`src/rtl/audio_pkg.sv`:
```
// audio_pkg: shared types and constants for the audio record/playback path.
//   ADDR_W / DATA_W     : external SRAM address and data widths
//   SPEED_MIN/SPEED_MAX : legal range of the player speed settings
//   audio_state_e       : sequencer state encoding (exported on audio_ctrl.state)
//   CMD_*               : bit positions of the one-hot key command
//   clamp_speed()       : clamps a requested speed into SPEED_MIN..SPEED_MAX
package audio_pkg;

    localparam int ADDR_W  = 18;
    localparam int DATA_W  = 16;
    localparam int SPEED_W = 4;

    localparam logic [SPEED_W-1:0] SPEED_MIN = 4'd1;
    localparam logic [SPEED_W-1:0] SPEED_MAX = 4'd8;

    // Last SRAM word; recording stops here instead of wrapping.
    localparam logic [ADDR_W-1:0] ADDR_LAST = {ADDR_W{1'b1}};

    typedef enum logic [2:0] {
        ST_IDLE       = 3'd0,
        ST_RECORD     = 3'd1,
        ST_PLAY       = 3'd2,
        ST_REC_PAUSE  = 3'd3,
        ST_PLAY_PAUSE = 3'd4
    } audio_state_e;

    // One-hot command produced by audio_key_decode.
    localparam int CMD_W     = 4;
    localparam int CMD_PLAY  = 0;
    localparam int CMD_REC   = 1;
    localparam int CMD_PAUSE = 2;
    localparam int CMD_STOP  = 3;

    function automatic logic [SPEED_W-1:0] clamp_speed(input logic [SPEED_W-1:0] v);
        logic [SPEED_W-1:0] r;
        r = v;
        if (v < SPEED_MIN) begin
            r = SPEED_MIN;
        end else if (v > SPEED_MAX) begin
            r = SPEED_MAX;
        end
        return r;
    endfunction

endpackage

```
`src/rtl/audio_key_decode.sv`:
```
// audio_key_decode: priority-encodes the four front-panel key pulses into a
// registered one-hot command (stop > pause > rec > play).
//   bclk, rst                         : clock, synchronous active-high reset
//   key_rec/key_play/key_pause/key_stop : single-cycle debounced key pulses
//   cmd                               : one-hot command, bit positions CMD_* in audio_pkg,
//                                       valid for one cycle, one cycle after the key pulse
module audio_key_decode
    import audio_pkg::*;
(
    input  logic             bclk,
    input  logic             rst,
    input  logic             key_rec,
    input  logic             key_play,
    input  logic             key_pause,
    input  logic             key_stop,
    output logic [CMD_W-1:0] cmd
);

    always_ff @(posedge bclk) begin
        if (rst) begin
            cmd <= '0;
        end else begin
            cmd <= '0;
            if (key_stop) begin
                cmd[CMD_STOP] <= 1'b1;
            end else if (key_pause) begin
                cmd[CMD_PAUSE] <= 1'b1;
            end else if (key_rec) begin
                cmd[CMD_REC] <= 1'b1;
            end else if (key_play) begin
                cmd[CMD_PLAY] <= 1'b1;
            end
        end
    end

endmodule

```
`src/rtl/audio_ctrl.sv`:
```
// audio_ctrl: record/playback sequencer and owner of the single SRAM port.
// Optional feature: define AUDIO_CTRL_LOOP_EN for loop playback (reaching
// end_addr in PLAY restarts the player instead of returning to IDLE).
//
// Ports:
//   bclk, rst            : only clock, synchronous active-high reset
//   key_*                : single-cycle command pulses (stop > pause > rec > play)
//   fast_in, slow_in     : requested speed, clamped to 1..8 on PLAY entry from IDLE
//   slowmethod_in        : slow-down method, latched on PLAY entry from IDLE
//   rec_valid, rec_data  : recorder sample strobe and data (used in RECORD only)
//   play_addr            : player's current read address
//   rec_en, play_en      : high in RECORD / PLAY respectively
//   play_restart         : one-cycle pulse, player reloads its address to 0
//   fast, slow, slowmethod : speed settings handed to the player
//   end_addr             : one past the last recorded word (18'h3FFFF when full)
//   full                 : SRAM filled during the last recording
//   state                : current sequencer state (audio_state_e encoding)
//   sram_*               : external asynchronous SRAM port (active-low strobes)
//
// Handshake: rec_valid is a one-cycle strobe with no back-pressure; a strobe
// seen in RECORD is always written, as one we_n-low cycle directly after it.
module audio_ctrl
    import audio_pkg::*;
(
    input  logic                bclk,
    input  logic                rst,
    input  logic                key_rec,
    input  logic                key_play,
    input  logic                key_pause,
    input  logic                key_stop,
    input  logic [3:0]          fast_in,
    input  logic [3:0]          slow_in,
    input  logic                slowmethod_in,
    input  logic                rec_valid,
    input  logic [DATA_W-1:0]   rec_data,
    input  logic [ADDR_W-1:0]   play_addr,
    output logic                rec_en,
    output logic                play_en,
    output logic                play_restart,
    output logic [3:0]          fast,
    output logic [3:0]          slow,
    output logic                slowmethod,
    output logic [ADDR_W-1:0]   end_addr,
    output logic                full,
    output logic [2:0]          state,
    output logic [ADDR_W-1:0]   sram_addr,
    output logic [DATA_W-1:0]   sram_dq_out,
    output logic                sram_dq_oe,
    output logic                sram_ce_n,
    output logic                sram_oe_n,
    output logic                sram_we_n
);

    logic [CMD_W-1:0] cmd;

    audio_key_decode u_key_decode (
        .bclk      (bclk),
        .rst       (rst),
        .key_rec   (key_rec),
        .key_play  (key_play),
        .key_pause (key_pause),
        .key_stop  (key_stop),
        .cmd       (cmd)
    );

    audio_state_e      state_q, state_d;
    logic [ADDR_W-1:0] wr_ptr, wr_ptr_d, wr_ptr_inc;
    logic [ADDR_W-1:0] end_addr_d;
    logic              full_d;
    logic              wr_fire;
    logic              load_speed;
    logic              restart_d;
    logic              we_n_q, dq_oe_q;
    logic              ce_n_d, oe_n_d, we_n_d, dq_oe_d;
    logic [ADDR_W-1:0] addr_d;

    // Next-state and next-output logic.
    always_comb begin
        state_d    = state_q;
        wr_ptr_d   = wr_ptr;
        end_addr_d = end_addr;
        full_d     = full;
        load_speed = 1'b0;
        restart_d  = 1'b0;

        wr_fire = (state_q == ST_RECORD) && rec_valid;
        // The pointer saturates at the last word; the write there ends recording.
        wr_ptr_inc = (wr_fire && (wr_ptr != ADDR_LAST)) ? (wr_ptr + ADDR_W'(1)) : wr_ptr;

        unique case (state_q)
            ST_IDLE: begin
                if (cmd[CMD_REC]) begin
                    state_d  = ST_RECORD;
                    wr_ptr_d = '0;
                    full_d   = 1'b0;
                end else if (cmd[CMD_PLAY] && (end_addr != '0)) begin
                    state_d    = ST_PLAY;
                    load_speed = 1'b1;
                    restart_d  = 1'b1;
                end
            end

            ST_RECORD: begin
                wr_ptr_d = wr_ptr_inc;
                if (wr_fire && (wr_ptr == ADDR_LAST)) begin
                    full_d     = 1'b1;
                    end_addr_d = ADDR_LAST;
                    state_d    = ST_IDLE;
                end else if (cmd[CMD_STOP]) begin
                    // A sample strobed alongside stop is counted in end_addr.
                    end_addr_d = wr_ptr_inc;
                    state_d    = ST_IDLE;
                end else if (cmd[CMD_PAUSE]) begin
                    state_d = ST_REC_PAUSE;
                end
            end

            ST_REC_PAUSE: begin
                if (cmd[CMD_STOP]) begin
                    end_addr_d = wr_ptr;
                    state_d    = ST_IDLE;
                end else if (cmd[CMD_PAUSE] || cmd[CMD_REC]) begin
                    state_d = ST_RECORD;
                end
            end

            ST_PLAY: begin
                if (cmd[CMD_STOP]) begin
                    state_d = ST_IDLE;
                end else if (cmd[CMD_PAUSE]) begin
                    state_d = ST_PLAY_PAUSE;
                end else if (play_addr >= end_addr) begin
`ifdef AUDIO_CTRL_LOOP_EN
                    restart_d = 1'b1;
`else
                    state_d = ST_IDLE;
`endif
                end
            end

            ST_PLAY_PAUSE: begin
                if (cmd[CMD_STOP]) begin
                    state_d = ST_IDLE;
                end else if (cmd[CMD_PAUSE] || cmd[CMD_PLAY]) begin
                    state_d = ST_PLAY;
                end
            end

            default: begin
                state_d = ST_IDLE;
            end
        endcase

        // SRAM port for the coming cycle. A write strobed in the last RECORD
        // cycle still completes even though the state has already moved on.
        ce_n_d  = 1'b1;
        oe_n_d  = 1'b1;
        we_n_d  = 1'b1;
        dq_oe_d = 1'b0;
        addr_d  = '0;
        if (state_d == ST_PLAY) begin
            ce_n_d = 1'b0;
            oe_n_d = 1'b0;
            addr_d = play_addr;
        end else if (state_d == ST_RECORD) begin
            ce_n_d = 1'b0;
            addr_d = wr_ptr_d;
        end
        if (wr_fire) begin
            ce_n_d  = 1'b0;
            oe_n_d  = 1'b1;
            we_n_d  = 1'b0;
            dq_oe_d = 1'b1;
            addr_d  = wr_ptr;
        end
    end

    always_ff @(posedge bclk) begin
        if (rst) begin
            state_q      <= ST_IDLE;
            wr_ptr       <= '0;
            end_addr     <= '0;
            full         <= 1'b0;
            rec_en       <= 1'b0;
            play_en      <= 1'b0;
            play_restart <= 1'b0;
            fast         <= SPEED_MIN;
            slow         <= SPEED_MIN;
            slowmethod   <= 1'b0;
            sram_addr    <= '0;
            sram_dq_out  <= '0;
            sram_ce_n    <= 1'b1;
            sram_oe_n    <= 1'b1;
            we_n_q       <= 1'b1;
            dq_oe_q      <= 1'b0;
        end else begin
            state_q      <= state_d;
            wr_ptr       <= wr_ptr_d;
            end_addr     <= end_addr_d;
            full         <= full_d;
            rec_en       <= (state_d == ST_RECORD);
            play_en      <= (state_d == ST_PLAY);
            play_restart <= restart_d;
            if (load_speed) begin
                fast       <= clamp_speed(fast_in);
                slow       <= clamp_speed(slow_in);
                slowmethod <= slowmethod_in;
            end
            sram_addr <= addr_d;
            if (wr_fire) begin
                sram_dq_out <= rec_data;
            end
            sram_ce_n <= ce_n_d;
            sram_oe_n <= oe_n_d;
            we_n_q    <= we_n_d;
            dq_oe_q   <= dq_oe_d;
        end
    end

    // Reset asserted during a write cycle must suppress that write immediately,
    // so the write strobe and bus drive are gated by rst after the register.
    assign sram_we_n  = we_n_q | rst;
    assign sram_dq_oe = dq_oe_q & ~rst;
    assign state      = state_q;

endmodule

```
`config.mk`:
```
export PLATFORM = sky130hd
export DESIGN_NAME = audio_ctrl
export DESIGN_NICKNAME = d
export VERILOG_FILES = /design/src/rtl/audio_pkg.sv /design/src/rtl/audio_key_decode.sv /design/src/rtl/audio_ctrl.sv
export SDC_FILE = /design/constraint.sdc
export NUM_CORES = 1
export LEC_CHECK = 0
export ABC_AREA = 1
export BUFFER_PORTS_ARGS = -buffer_cell sky130_fd_sc_hd__buf_4
export CORE_MARGIN = 2
export CORE_UTILIZATION = 50
export CTS_BUF_LIST = sky130_fd_sc_hd__clkbuf_8
export CTS_CLUSTER_DIAMETER = 200
export DETAILED_ROUTE_END_ITERATION = 8
export PLACE_DENSITY = 0.79
export RECOVER_POWER = 100
export SLEW_MARGIN = 20
export SYNTH_ARGS = -nofsm -noshare
export SYNTH_HDL_FRONTEND = slang
export SYNTH_SLANG_ARGS = --single-unit
```
`constraint.sdc`:
```
create_clock -name bclk -period 1.8 [get_ports bclk]
set_input_delay 0.27 -clock bclk [delete_from_list [all_inputs] [get_ports bclk]]
set_output_delay 0.27 -clock bclk [all_outputs]
set_load 0.1 [all_outputs]
```
After elaboration in Yosys (flattened, before gate mapping) --
Cells that the tools add are included.
Word-level totals: register bits 94, input bits 50, logic and storage cells 100
Operators by class: order comparisons 5, equality and inequality tests 12, muxes and demuxes 43, add/subtract/negate cells 1, bitwise gates (word level) 3, reduce and logical (&&, ||, !) cells 16
Operators by type and width (count):
- 18-bit two-way mux | 8
- 18-bit one-hot mux with 2 select lines | 2
- 3-bit two-way mux | 12
- 18-bit by 1-bit adder with 18-bit output (second input constant) | 1
- 18-bit == test (second input constant) | 1
- 18-bit >= comparator | 1
- 18-bit inequality test (second input constant) | 1
- 18-bit nonzero test | 1
- 4-bit two-way mux | 4
- 1-bit two-way mux | 15
- 3-bit one-hot mux with 5 select lines | 1
- 3-bit by 2-bit == test with 1-bit output (second input constant) | 3
- 4-bit > comparator (second input constant) | 2
- 4-bit by 1-bit less-than comparator with 1-bit output (second input constant) | 2
- 3-bit by 1-bit == test with 1-bit output (second input constant) | 2
- 2-bit by 1-bit inequality test with 1-bit output (second input constant) | 3
- 3-bit AND reduction | 2
- 1-bit logical AND | 4
- 2-bit nonzero test | 2
- 2-bit OR reduction | 2
- 4-bit OR reduction | 1
- 3-bit == test (second input constant) | 1
- 3-bit logical NOT | 1
- 3-bit by 1-bit inequality test with 1-bit output (second input constant) | 1
- 6 further kinds | 7

Depth between registers and ports, before layout --
Gate-level depths: netlist of the first run.
word-level depth 9, depth in mapped cells 16, mapped depth without buffers 15

Cells and area by module --
Synthesis of the first run repeated with hierarchy kept, for this count alone.
Unflattened totals: cell total of the unflattened synthesis 667, area total of the unflattened synthesis 4785.8 um2
Modules (own cells, without submodules):
- audio_ctrl | seq. area each 1801.7 um2, times used 1, cells an instance 653, area an instance 4667.0 um2
- audio_key_decode | seq. area each 80.1 um2, times used 1, cells an instance 14, area an instance 118.9 um2

Worst setup path after synthesis of the first run --
No wires, ideal clock.
kind register to register, from reg end_addr[9], to reg sram_ce_n, path slack -768 ps, clock period less this slack 2568 ps, required time 1682 ps, buffers on the path 1, stages on the path, launching flop included 15, data arrival time 2450 ps, library setup time 118 ps, cells stage by stage dfxtp_1 -> inv_1 -> ha_1 -> nand2_1 -> nor2_1 -> nand3_1 -> o21ai_0 -> nor2_1 -> nand3_1 -> nand2_1 -> nand2_1 -> buf_2 -> nand2_1 -> nand3_1 -> nand2_1
Between the ends: longest elaborated chain between the ends 9, elaborated cells on any way between the ends 14, classes of those cells 1 x order compare; 2 x eq/ne; 9 x mux; 2 x reduce/logical
RTL lines:
- start, declared | line audio_ctrl.sv:43 | output logic [ADDR_W-1:0] end_addr,
- start signal, assigned | line audio_ctrl.sv:199 | end_addr <= end_addr_d;
- 18-bit >= comparator / 18-bit nonzero test (equally long branches) | line audio_ctrl.sv:132, audio_ctrl.sv:96
- 3-bit two-way mux / 1-bit logical AND (equally long branches) | line audio_ctrl.sv:132, audio_ctrl.sv:96
- 3-bit two-way mux (on tied branches) | line audio_ctrl.sv:130, audio_ctrl.sv:96
- 3-bit two-way mux (on tied branches) | line audio_ctrl.sv:128, audio_ctrl.sv:92
- 3-bit one-hot mux with 5 select lines (*) | line audio_ctrl.sv:90 | unique case (state_q)
- 3-bit by 1-bit == test with 1-bit output | line audio_ctrl.sv:165 | end else if (state_d == ST_RECORD) begin
- 1-bit two-way mux | line audio_ctrl.sv:165
- 1-bit two-way mux (*) | line audio_ctrl.sv:161 | if (state_d == ST_PLAY) begin
- 1-bit two-way mux (*) | line audio_ctrl.sv:169 | if (wr_fire) begin
- end signal, assigned | line audio_ctrl.sv:213 | sram_ce_n <= ce_n_d;
- end, declared | line audio_ctrl.sv:49 | output logic sram_ce_n,
Every way passes the cells marked *; elsewhere a longest branch is shown, timed or not. A chain may end at the register's enable or synchronous reset.

Final worst setup path of the first run --
from reg wr_ptr[0], to reg end_addr[4]
Between the ends: longest elaborated chain between the ends 6, elaborated cells on any way between the ends 11, classes of those cells 1 x add/sub; 3 x eq/ne; 4 x mux; 3 x reduce/logical
RTL lines:
- start, declared | line audio_ctrl.sv:67 | logic [ADDR_W-1:0] wr_ptr, wr_ptr_d, wr_ptr_inc;
- start signal, assigned | line audio_ctrl.sv:198 | wr_ptr <= wr_ptr_d;
- branches (longest 6 deep; another with 18-bit by 1-bit adder with 18-bit output)
Parallel ways; which one is timed is not known. The select of a mux whose other input is x is not followed.

==> results of run 1 <==
[per-layer routing]
metal / up-vias / wire length, um
li1: 2597 / -
met1: 2537 / 6580
met2: 336 / 8230
met3: 78 / 1360
met4: 0 / 726
met5: - / 0
[logic make-up (layout without fill, tap and decap cells)]
kind of cell / count (synthesis) / count (layout) / synth area share [%]
xor+xnor: 13 / 13 / 2.41
flops: 94 / 94 / 39.8
fa+ha+maj: 19 / 19 / 5.03
compound gates: 94 / 94 / 12.2
simple gates: 343 / 343 / 31.7
buf+inv: 102 / 314 / 8.86
[power groups by stage]
stage	logic, mW	clock network [mW]	registers, mW
after global routing	0.925	1.54	2.12
after floorplan	0.242	0	2.36
final	0.883	1.47	2.11
after detailed placement	0.742	0	2.16
after global placement	0.726	0	2.16
after CTS	0.794	1.47	2.11
[synth_stat cells (all sizes together) (13+ instances only)]
library cell	count	area [um2]
inv	72	270
a22o	16	140
dfxtp	94	1880
clkbuf	13	48.8
nor2	58	243
nand3	56	300
a211oi	15	113
nand4	20	140
a21oi	50	250
nand2	202	778
ha	19	238
buf	15	92.6
[final cells by class]
class,instances,share of cell area (%)
Clock buffer,10,1.89
Clock inverter,6,0.826
Inverter,74,4.22
Multi-Input combinational cell,469,41.6
Sequential cell,94,27.0
Tap cell,111,1.91
Timing Repair Buffer,224,22.6
[timing repair]
| action | CTS | global route |
|---|---|---|
| setup buffers | 6 | 8 |
| cloned | 1 | 7 |
| resized for setup | 54 | 78 |
| endpoints found under the setup margin | 33 | 61 |
| pin swaps | 9 | 13 |
| hold endpoints to repair | 0 | 0 |
[layout by cell type (no fill, tap or decap), drive strengths merged, types with 12 or more instances in the layout]
cell	Yosys	routed
nand3	56	56
buf	15	144
xor2	12	12
a21oi	50	50
a22o	16	16
nor2	58	58
ha	19	19
nand2	202	202
clkbuf	13	90
nand4	20	20
dfxtp	94	94
inv	72	76
a211oi	15	15
[through the flow]
stage	hold WS [ps]	power, mW	util, %	TNS (ps)	cells
after global placement	447	2.88	70.6	-4640	950
after detailed placement	446	2.90	70.6	-5660	950
after global routing	60.4	4.58	79.0	-14350	988
after CTS	63.8	4.38	75.7	-1630	973
final	64.7	4.47	79.0	-6960	988
after floorplan	347	2.60	-	-1650	665
[worst min path at each step]
stage	start	endpoint	slack, ps	depth (start not counted)
after global placement	key_stop	u_key_decode.cmd[2]	450	2
after CTS	key_stop	u_key_decode.cmd[2]	60	2
final	key_stop	u_key_decode.cmd[2]	60	2
after global routing	key_stop	u_key_decode.cmd[2]	60	2
after floorplan	key_stop	u_key_decode.cmd[2]	350	1
after detailed placement	key_stop	u_key_decode.cmd[2]	450	2
[flip-flops by register name, indices dropped and copies added, names as in the netlist]
name / count
dq_oe_q: 1
play_en: 1
full: 1
rec_en: 1
we_n_q: 1
sram_ce_n: 1
slowmethod: 1
play_restart: 1
wr_ptr: 18
sram_oe_n: 1
fast: 4
u_key_decode.cmd: 4
end_addr: 18
sram_dq_out: 16
state: 3
slow: 4
sram_addr: 18
==> metrics.cfg, run 1 <==
[place]
hpwlAfterDp_mm = 11.1
io_buffer_count = 121
pre_cts_slack_ps = -306
gp_congestion = 0.916
placed_area_um2 = 6490

[timing]
post-route-period-util_pct = 113
finalWorstSetupSlack_ps = -226
slew_violations = 0
hold_violations = 0
clock.fmax_mhz = 494
grt_setup_unrepaired = true
skew_ps = 11.0
min_period_ps = 2030
setup_violations = 41
worst_pin_slew_ps = 565
slew_headroom_pct = 62.3

[global_routing]
met2_usage_pct = 52.9
grt_max_degree = 37
grt_pass1_wl_mm = 24.1
use_met3_pct = 4.55
grtUsageMet1_pct = 36.8
grt.overflow.total = 0
top_usage_layer = met2
grt_use_total_pct = 30.0
first_global_vias = 5122
antenna_found_initial = 0

[power_and_ir_drop]
clkPwrFrac_pct = 33.0
p_sw_share_pct = 30.8
p_comb_share_pct = 19.8
p_leak_nw = 3.43
internal_power_mw = 3.09
power.switching_mw = 1.38
powerDensity_nw_per_um2 = 615
pwr-share-seq_pct = 47.3
peakVddDrop_mv = 0.405

[finish]
seq_area_um2 = 1960
nets = 941
design_area_um2 = 7270
fillers = 646
multi_input_area_um2 = 3020
drive_above_1_share_pct = 45.3
areaGrowthSynthToFinish_pct = 53.7
antenna_cells = 0

[setup_path]
end_kind = register
crit_chain = ha_4 > inv_2 > nor2_4 > nand2_2 > nor2_4 > nand3_2 > nand3_2 > buf_6 > nand4_4 > buf_12 > clkbuf_16 > a21oi_2 > a211oi_1
r2r-end = end_addr[4]
path_delay_family = simple AND/OR/NAND/NOR gates
setup.worst_path.start_class = register
arrival_ps = 2270
critPathBufInv = 4
path_max_fanout = 6
worstSetupEndpoint = end_addr[4]
slowest_stage = dfxtp_1
r2r_start = wr_ptr[0]
path_class = register to register
critPathMaxStageDelay_ps = 400
cp.depth = 13
rr_worst_depth = 13
r2r_slack_ps = -230
required_ps = 2040
crit_path_start = wr_ptr[0]

[drt]
wl_per_cell_um = 17.1
dr_total_vias = 5548
antenna_left = 0
vias_per_cell = 5.62
drt-initial-drc-count = 418
drt_first_pass_iters = 5
drc_errors = 0
routed_wl_mm = 16.9

[clock_network]
cts_buffer_depth = 2
htreeDepth = 3
cts_root_buf = clkbuf_8
clkTransAtPathRegs_ps = 90
ctsHoldBuffers = 0
cts.sinks = 94
numCtsBuffers = 9
insertion_delay_ps = 370
cts_tree = built

[floorplanning]
die_y_um = 101
fp-row-count = 35
io-pin-count = 122
dieArea_um2 = 10300
core_region_area_um2 = 9200
die_width_um = 101
initial_core_util_pct = 51.4

[synth]
async_flop_share_pct = 0
ys_warn_count = 0
avgSynthCellArea_um2 = 7.11
ys_seq_area_share_pct = 39.8
synth_edf_count = 0
syn_inst = 665
synth_nets = 734
synthDistinctLibCells = 30
ys.flop_type = dfxtp_1
syn_area_um2 = 4730
yosys_register_bits = 94

[outcome]
violations = negative setup slack
status = finished with violations

[min_path]
hp-class = input pin to register

[run]
drv_cap = 0

No activity file was read; power rests on OpenSTA's default activity.
==> inputs of run 2 (changes only) <==
==> constraint.sdc (replaced) <==
create_clock -name bclk -period 1.8 [get_ports bclk]
set_input_delay 0 -clock bclk [delete_from_list [all_inputs] [get_ports bclk]]
set_output_delay 0 -clock bclk [all_outputs]
set_load 0.1 [all_outputs]
==> run 2 against run 1 <==
Compared with the run above: the flow still finishes with violations (negative setup slack); maximum frequency fell by 4.3%; sequential power about the same; sequential share of layout area fell by 2.1 points; hold slack worse by 27 ps; setup slack lost 90 ps; utilization is 7.0 points higher; via count grew 6.0%; critical path type unchanged; largest power group unchanged; highest routed layer unchanged.
==> metrics.cfg, run 2 (synthesis gave the netlist of run 1 again) <==
[timing]
finalWorstSetupSlack_ps = -316  ; -90.0 ps
grt_setup_unrepaired = true
slew_headroom_pct = 68.4  ; +6.1 points
clock.fmax_mhz = 473  ; -4.3%
worst_pin_slew_ps = 474  ; -91.4 ps
finalSetupTns_ps = -7920  ; -966 ps
setup_violations = 44  ; +7.3%
post-route-period-util_pct = 118  ; +5.0 points
min_period_ps = 2120  ; +90.0 ps
whs_ps = 38.1  ; -26.6 ps
slew_violations = 0  ; unchanged
hold_violations = 0  ; unchanged
skew_ps = 16.6  ; +5.62 ps

[power_and_ir_drop]
p_total_mw = 4.66  ; +4.2%
clkPwrFrac_pct = 34.1  ; +1.1 points
pwr-share-seq_pct = 45.4  ; -1.9 points
p_sw_share_pct = 30.0  ; -0.88 points
powerDensity_nw_per_um2 = 588  ; -4.3%
power.switching_mw = 1.39  ; +1.2%
peakVddDrop_mv = 0.422  ; +4.1%
internal_power_mw = 3.26  ; +5.5%
p_leak_nw = 3.67  ; +7.1%
p_comb_share_pct = 20.5  ; +0.7 points

[finish]
drive_above_1_share_pct = 42.8  ; -2.5 points
nets = 975  ; +3.6%
stdcell_count = 1022  ; +3.4%
final_util_pct = 86.0  ; +7.0 points
antenna_cells = 0  ; unchanged
areaGrowthSynthToFinish_pct = 67.3
final_common_cell = buf_4
final_cell_mix = buf_4 (189), nand2_1 (163), dfxtp_1 (69)
reg_top3 = end_addr x18, sram_addr x18, wr_ptr x18
fillers = 499  ; -23%

[setup_path]
path_class = register to register
end_kind = register
arrival_ps = 2440  ; +170 ps
rr_worst_depth = 16  ; +3
worstSetupEndpoint = sram_addr[16]
r2r-end = sram_addr[16]
r2r_start = end_addr[13]
crit_path_start = end_addr[13]
setup.worst_path.start_class = register
path_max_fanout = 5  ; -1
required_ps = 2120  ; +80 ps
r2r_slack_ps = -320  ; -90 ps

[clock_network]
cts.sinks = 94  ; unchanged
clkTransAtPathRegs_ps = 100  ; about the same
cts_root_buf = clkbuf_8
cts_buffer_depth = 2  ; unchanged
cts_tree = built
insertion_delay_ps = 380  ; about the same
htreeDepth = 3  ; unchanged
numCtsBuffers = 9  ; unchanged

[drt]
vias_per_cell = 5.76  ; +2.5%
drt_first_pass_iters = 7  ; +2
drt-initial-drc-count = 505  ; +21%
dr_total_vias = 5883  ; +6.0%
drc_errors = 0  ; unchanged
routed_wl_mm = 18.7  ; +10%
antenna_left = 0  ; unchanged
wl_per_cell_um = 18.3  ; +6.7%

[place]
io_buffer_count = 121  ; unchanged
gp_congestion = 0.930  ; +1.6%
hpwlAfterDp_mm = 11.0  ; -1.1%
placed_cells = 934  ; -1.7%

[global_routing]
grt_max_degree = 30  ; -19%
antenna_found_initial = 0  ; unchanged
first_global_vias = 5665  ; +11%
grt_use_total_pct = 32.7  ; +2.7 points
grt.overflow.total = 0  ; unchanged
grt_pass1_wl_mm = 26.3  ; +9.2%

[min_path]
hp-class = input pin to register

[run]
drv_cap = 0  ; unchanged

[floorplanning]
io-pin-count = 122  ; unchanged
die_width_um = 101  ; unchanged
fp-row-count = 35  ; unchanged
dieArea_um2 = 10300  ; unchanged
initial_core_util_pct = 51.4  ; unchanged
die_y_um = 101  ; unchanged
core_region_area_um2 = 9200  ; unchanged

[outcome]
violations = negative setup slack
status = finished with violations

run 2: changes by cell type in the layout (fill, tap and decap cells not counted), moves of 4 or more:
cell / change
inv_4: -5
nand2_2: +8
o21ai_2: -4
clkbuf_2: -75
dlygate4sd3_1: +50
buf_4: +61
nand3_1: -5
nand2_1: -6
run 2: how the worst min path moves through the flow:
stage / end / from / cells past startpoint / slack, ps
floorplan: u_key_decode.cmd[2] / key_stop / 1 / 80
CTS: wr_ptr[7] / rst / 2 / 20
detailed placement: u_key_decode.cmd[2] / key_stop / 2 / 180
global placement: u_key_decode.cmd[2] / key_stop / 2 / 170
finish: wr_ptr[7] / rst / 2 / 40
global route: wr_ptr[9] / rst / 2 / 40
run 2: per-stage QoR:
stage / worst slack [ps] / cell area [um2]
after floorplan: -82.2 / 4960
after global placement: -81.5 / 6390
after detailed placement: -135 / 6390
after CTS: -96.2 / 7380
after global routing: -418 / 7910
final: -316 / 7910
run 2: power by group through the flow:
stage	Combinational [mW]	Sequential (mW)	Clock [mW]
after global routing	1.00	2.12	1.68
final	0.956	2.11	1.59
after floorplan	0.239	2.36	0
after global placement	0.703	2.16	0
after detailed placement	0.718	2.16	0
after CTS	0.847	2.11	1.59
run 2: layout make-up:
class / count / area [um2] / share of cell area, %
Multi-Input combinational cell: 469 / 3040 / 38.4
Timing Repair Buffer: 258 / 2250 / 28.5
Sequential cell: 94 / 1970 / 24.8
Inverter: 74 / 295 / 3.73
Tap cell: 111 / 139 / 1.76
Clock buffer: 9 / 124 / 1.57
Clock inverter: 7 / 96.3 / 1.22
run 2: critical path: stages, from the launching register on:
cell	delay (ps)
dfxtp_4	360
inv_2	80
ha_4	220
nand2_2	80
inv_1	40
nand2_1	50
nand2_1	50
nand2_1	60
o21ai_1	70
nor2_1	140
nand3_2	130
nand2_4	120
nand3_4	90
nor2_4	230
clkbuf_16	220
nand2_2	70
nand3_2	60
run 2: timing repair:
action	4_1_cts	5_1_grt
setup buffers	6	11
cloned	2	4
pin swaps	5	14
hold buffers	50	0
resized for setup	38	93
endpoints found under the hold margin	47	0
setup endpoints to repair	36	57
run 2: per-layer routing:
metal / global-route usage (%) / vias up / part of all wire [%]
met5: 0 / - / 0
met4: 14.0 / 0 / 4.8
met3: 7.52 / 97 / 8.3
met2: 57.7 / 385 / 50
met1: 37.9 / 2743 / 37
li1: - / 2658 / -
==> inputs of run 3 (changes only) <==
--- a/config.mk
+++ b/config.mk
@@ -8,12 +8,13 @@
 export ABC_AREA = 1
 export BUFFER_PORTS_ARGS = -buffer_cell sky130_fd_sc_hd__buf_4
 export CORE_MARGIN = 2
-export CORE_UTILIZATION = 50
+export CORE_UTILIZATION = 55
 export CTS_BUF_LIST = sky130_fd_sc_hd__clkbuf_8
 export CTS_CLUSTER_DIAMETER = 200
 export DETAILED_ROUTE_END_ITERATION = 8
-export PLACE_DENSITY = 0.79
+export PLACE_DENSITY = 0.82
 export RECOVER_POWER = 100
+export SKIP_CTS_REPAIR_TIMING = 1
 export SLEW_MARGIN = 20
 export SYNTH_ARGS = -nofsm -noshare
 export SYNTH_HDL_FRONTEND = slang
==> constraint.sdc (replaced) <==
create_clock -name bclk -period 2.1 [get_ports bclk]
set_input_delay 0 -clock bclk [delete_from_list [all_inputs] [get_ports bclk]]
set_output_delay 0 -clock bclk [all_outputs]
set_load 0.1 [all_outputs]
==> run 3 against run 2 <==
Compared with the run above: the flow still finishes with violations (negative setup slack); sequential power is 14% lower; clock power is 23% lower; clock-buffer cell count did not move; sequential share of layout area up 2.6 points; critical endpoint is now sram_addr[10]; largest cell class unchanged; highest routed layer unchanged.
==> metrics.cfg, run 3 (synthesis gave the netlist of run 1 again) <==
[floorplanning]
die_width_um = 96.7  ; -4.5%
dieArea_um2 = 9350  ; -8.7%
io-pin-count = 122  ; unchanged
fp-row-count = 33  ; -5.7%
initial_core_util_pct = 57.3  ; +5.8 points
die_y_um = 96.7  ; -4.5%
core_region_area_um2 = 8260  ; -10%

[drt]
wl_met3_mm = 1.68  ; +7.9%
vias_per_cell = 5.84  ; +1.5%
wl_per_cell_um = 18.2  ; -0.20%
top_layer = met4
wl_met1_mm = 6.46  ; -6.7%
drc_errors = 0  ; unchanged
drt-initial-drc-count = 490  ; -3.0%
routed_wl_mm = 17.7  ; -5.1%
met2_length_mm = 8.59  ; -7.5%
drt_first_pass_iters = 6  ; -1
dr_total_vias = 5679  ; -3.5%
antenna_left = 0  ; unchanged

[setup_path]
required_ps = 2360  ; +240 ps
r2r_slack_ps = -100  ; +210 ps
arrival_ps = 2460  ; +20 ps
path_class = register to register
end_kind = register
path_max_fanout = 16  ; +11
setup.worst_path.start_class = register

[global_routing]
first_global_vias = 4898  ; -14%
grt_pass1_wl_mm = 23.0  ; -12%
grt.overflow.total = 0  ; unchanged
antenna_found_initial = 0  ; unchanged
grt_max_degree = 32  ; +6.7%
grt_use_total_pct = 29.7  ; -3.0 points

[timing]
worst_pin_slew_ps = 428  ; -46.3 ps
setup_violations = 23  ; -48%
grt_setup_unrepaired = true
finalWorstSetupSlack_ps = -102  ; +214 ps
min_period_ps = 2200  ; +85.8 ps
slew_headroom_pct = 71.5  ; +3.1 points
hold_violations = 0  ; unchanged
skew_ps = 17.8  ; +1.26 ps
whs_ps = 170  ; +132 ps
clock.fmax_mhz = 454  ; -3.9%
post-route-period-util_pct = 105  ; -13 points
slew_violations = 0  ; unchanged

[power_and_ir_drop]
p_leak_nw = 3.27  ; -11%
clkPwrFrac_pct = 32.5  ; -1.6 points
p_sw_share_pct = 30.8  ; +0.80 points
internal_power_mw = 2.62  ; -20%
power.switching_mw = 1.17  ; -16%
powerDensity_nw_per_um2 = 538  ; -8.6%
p_comb_share_pct = 19.4  ; -1.1 points
pwr-share-seq_pct = 48.1  ; +2.7 points
peakVddDrop_mv = 0.497  ; +18%

[finish]
areaGrowthSynthToFinish_pct = 49.0
antenna_cells = 0  ; unchanged
stdcell_count = 972  ; -4.9%
drive_above_1_share_pct = 30.8  ; -12 points
nets = 931  ; -4.5%
reg_top3 = end_addr x18, sram_addr x18, wr_ptr x18
final_cell_mix = nand2_1 (183), buf_4 (155), dfxtp_1 (73)
final_common_cell = nand2_1

[clock_network]
cts.sinks = 94  ; unchanged
htreeDepth = 3  ; unchanged
cts_tree = built
cts_root_buf = clkbuf_8
insertion_delay_ps = 370  ; about the same
clkTransAtPathRegs_ps = 100  ; about the same
numCtsBuffers = 9  ; unchanged
cts_buffer_depth = 2  ; unchanged

[outcome]
violations = negative setup slack
status = finished with violations

[place]
pre_cts_slack_ps = -0.905  ; +134 ps
io_buffer_count = 121  ; unchanged
hpwlAfterDp_mm = 10.4  ; -5.3%
placed_cells = 894  ; -4.3%
gp_congestion = 0.942  ; +1.3%

[min_path]
hp-class = input pin to register

[run]
drv_cap = 0  ; unchanged

run 3: cell types whose count changed in the layout (fill, tap and decap cells not counted), sizes merged:
cell	change
inv	+1
buf	-44
dlygate4sd3	+1
clkbuf	-1
clkinvlp	+1
bufinv	-1
clkinv	-1
run 3: worst max-delay path: stages (launching register included):
cell and delay [ps]:
dfxtp_2 360, nor2_1 210, nand2_1 100, inv_2 70, nand2_1 160, inv_2 170, nand2_2 150, inv_2 330
nand2_2 90, nand3_1 120, nand2_1 120, nand4_1 120, nand3_1 90
run 3: area by class of cell:
type | count | area (um2)
clock buffers | 9 | 124
flip-flops and latches | 94 | 1930
well taps | 105 | 131
inverters | 74 | 283
multi-input cells | 469 | 2690
clock inverters | 7 | 65.1
repair buffers | 214 | 1820
fillers | 460 | 1210
run 3: final timing paths:
kind	start	to	depth (start not counted)
hold reg to reg	slow[2]	slow[2]	2
setup / recovery	state[1]	sram_addr[10]	12
hold / removal	rec_valid	sram_ce_n	4
setup reg to reg	state[1]	sram_addr[10]	12
run 3: stage by stage:
stage | setup TNS (ps) | util [%] | cell area, um2 | total power, mW
2_1_floorplan | -46.5 | - | 4780 | 2.22
3_3_place_gp | 0 | 72.1 | 5950 | 2.40
3_5_place_dp | -0.905 | 72.1 | 5950 | 2.42
4_1_cts | -62.7 | 74.3 | 6140 | 3.59
5_1_grt | -5070 | 85.3 | 7050 | 3.91
6_report | -1440 | 85.3 | 7050 | 3.79
run 3: power groups by stage:
stage | sequential, mW | combinational (mW) | clock, mW
floorplan | 2.03 | 0.185 | 0
global placement | 1.86 | 0.545 | 0
detailed placement | 1.86 | 0.556 | 0
CTS | 1.82 | 0.558 | 1.22
global route | 1.83 | 0.771 | 1.31
finish | 1.82 | 0.735 | 1.23
run 3: per-layer routing:
metal / vias up / GRT usage, %
met4: 0 / 12.1
met1: 2597 / 38.0
met5: - / 0
met3: 105 / 5.92
met2: 415 / 49.3
li1: 2562 / -
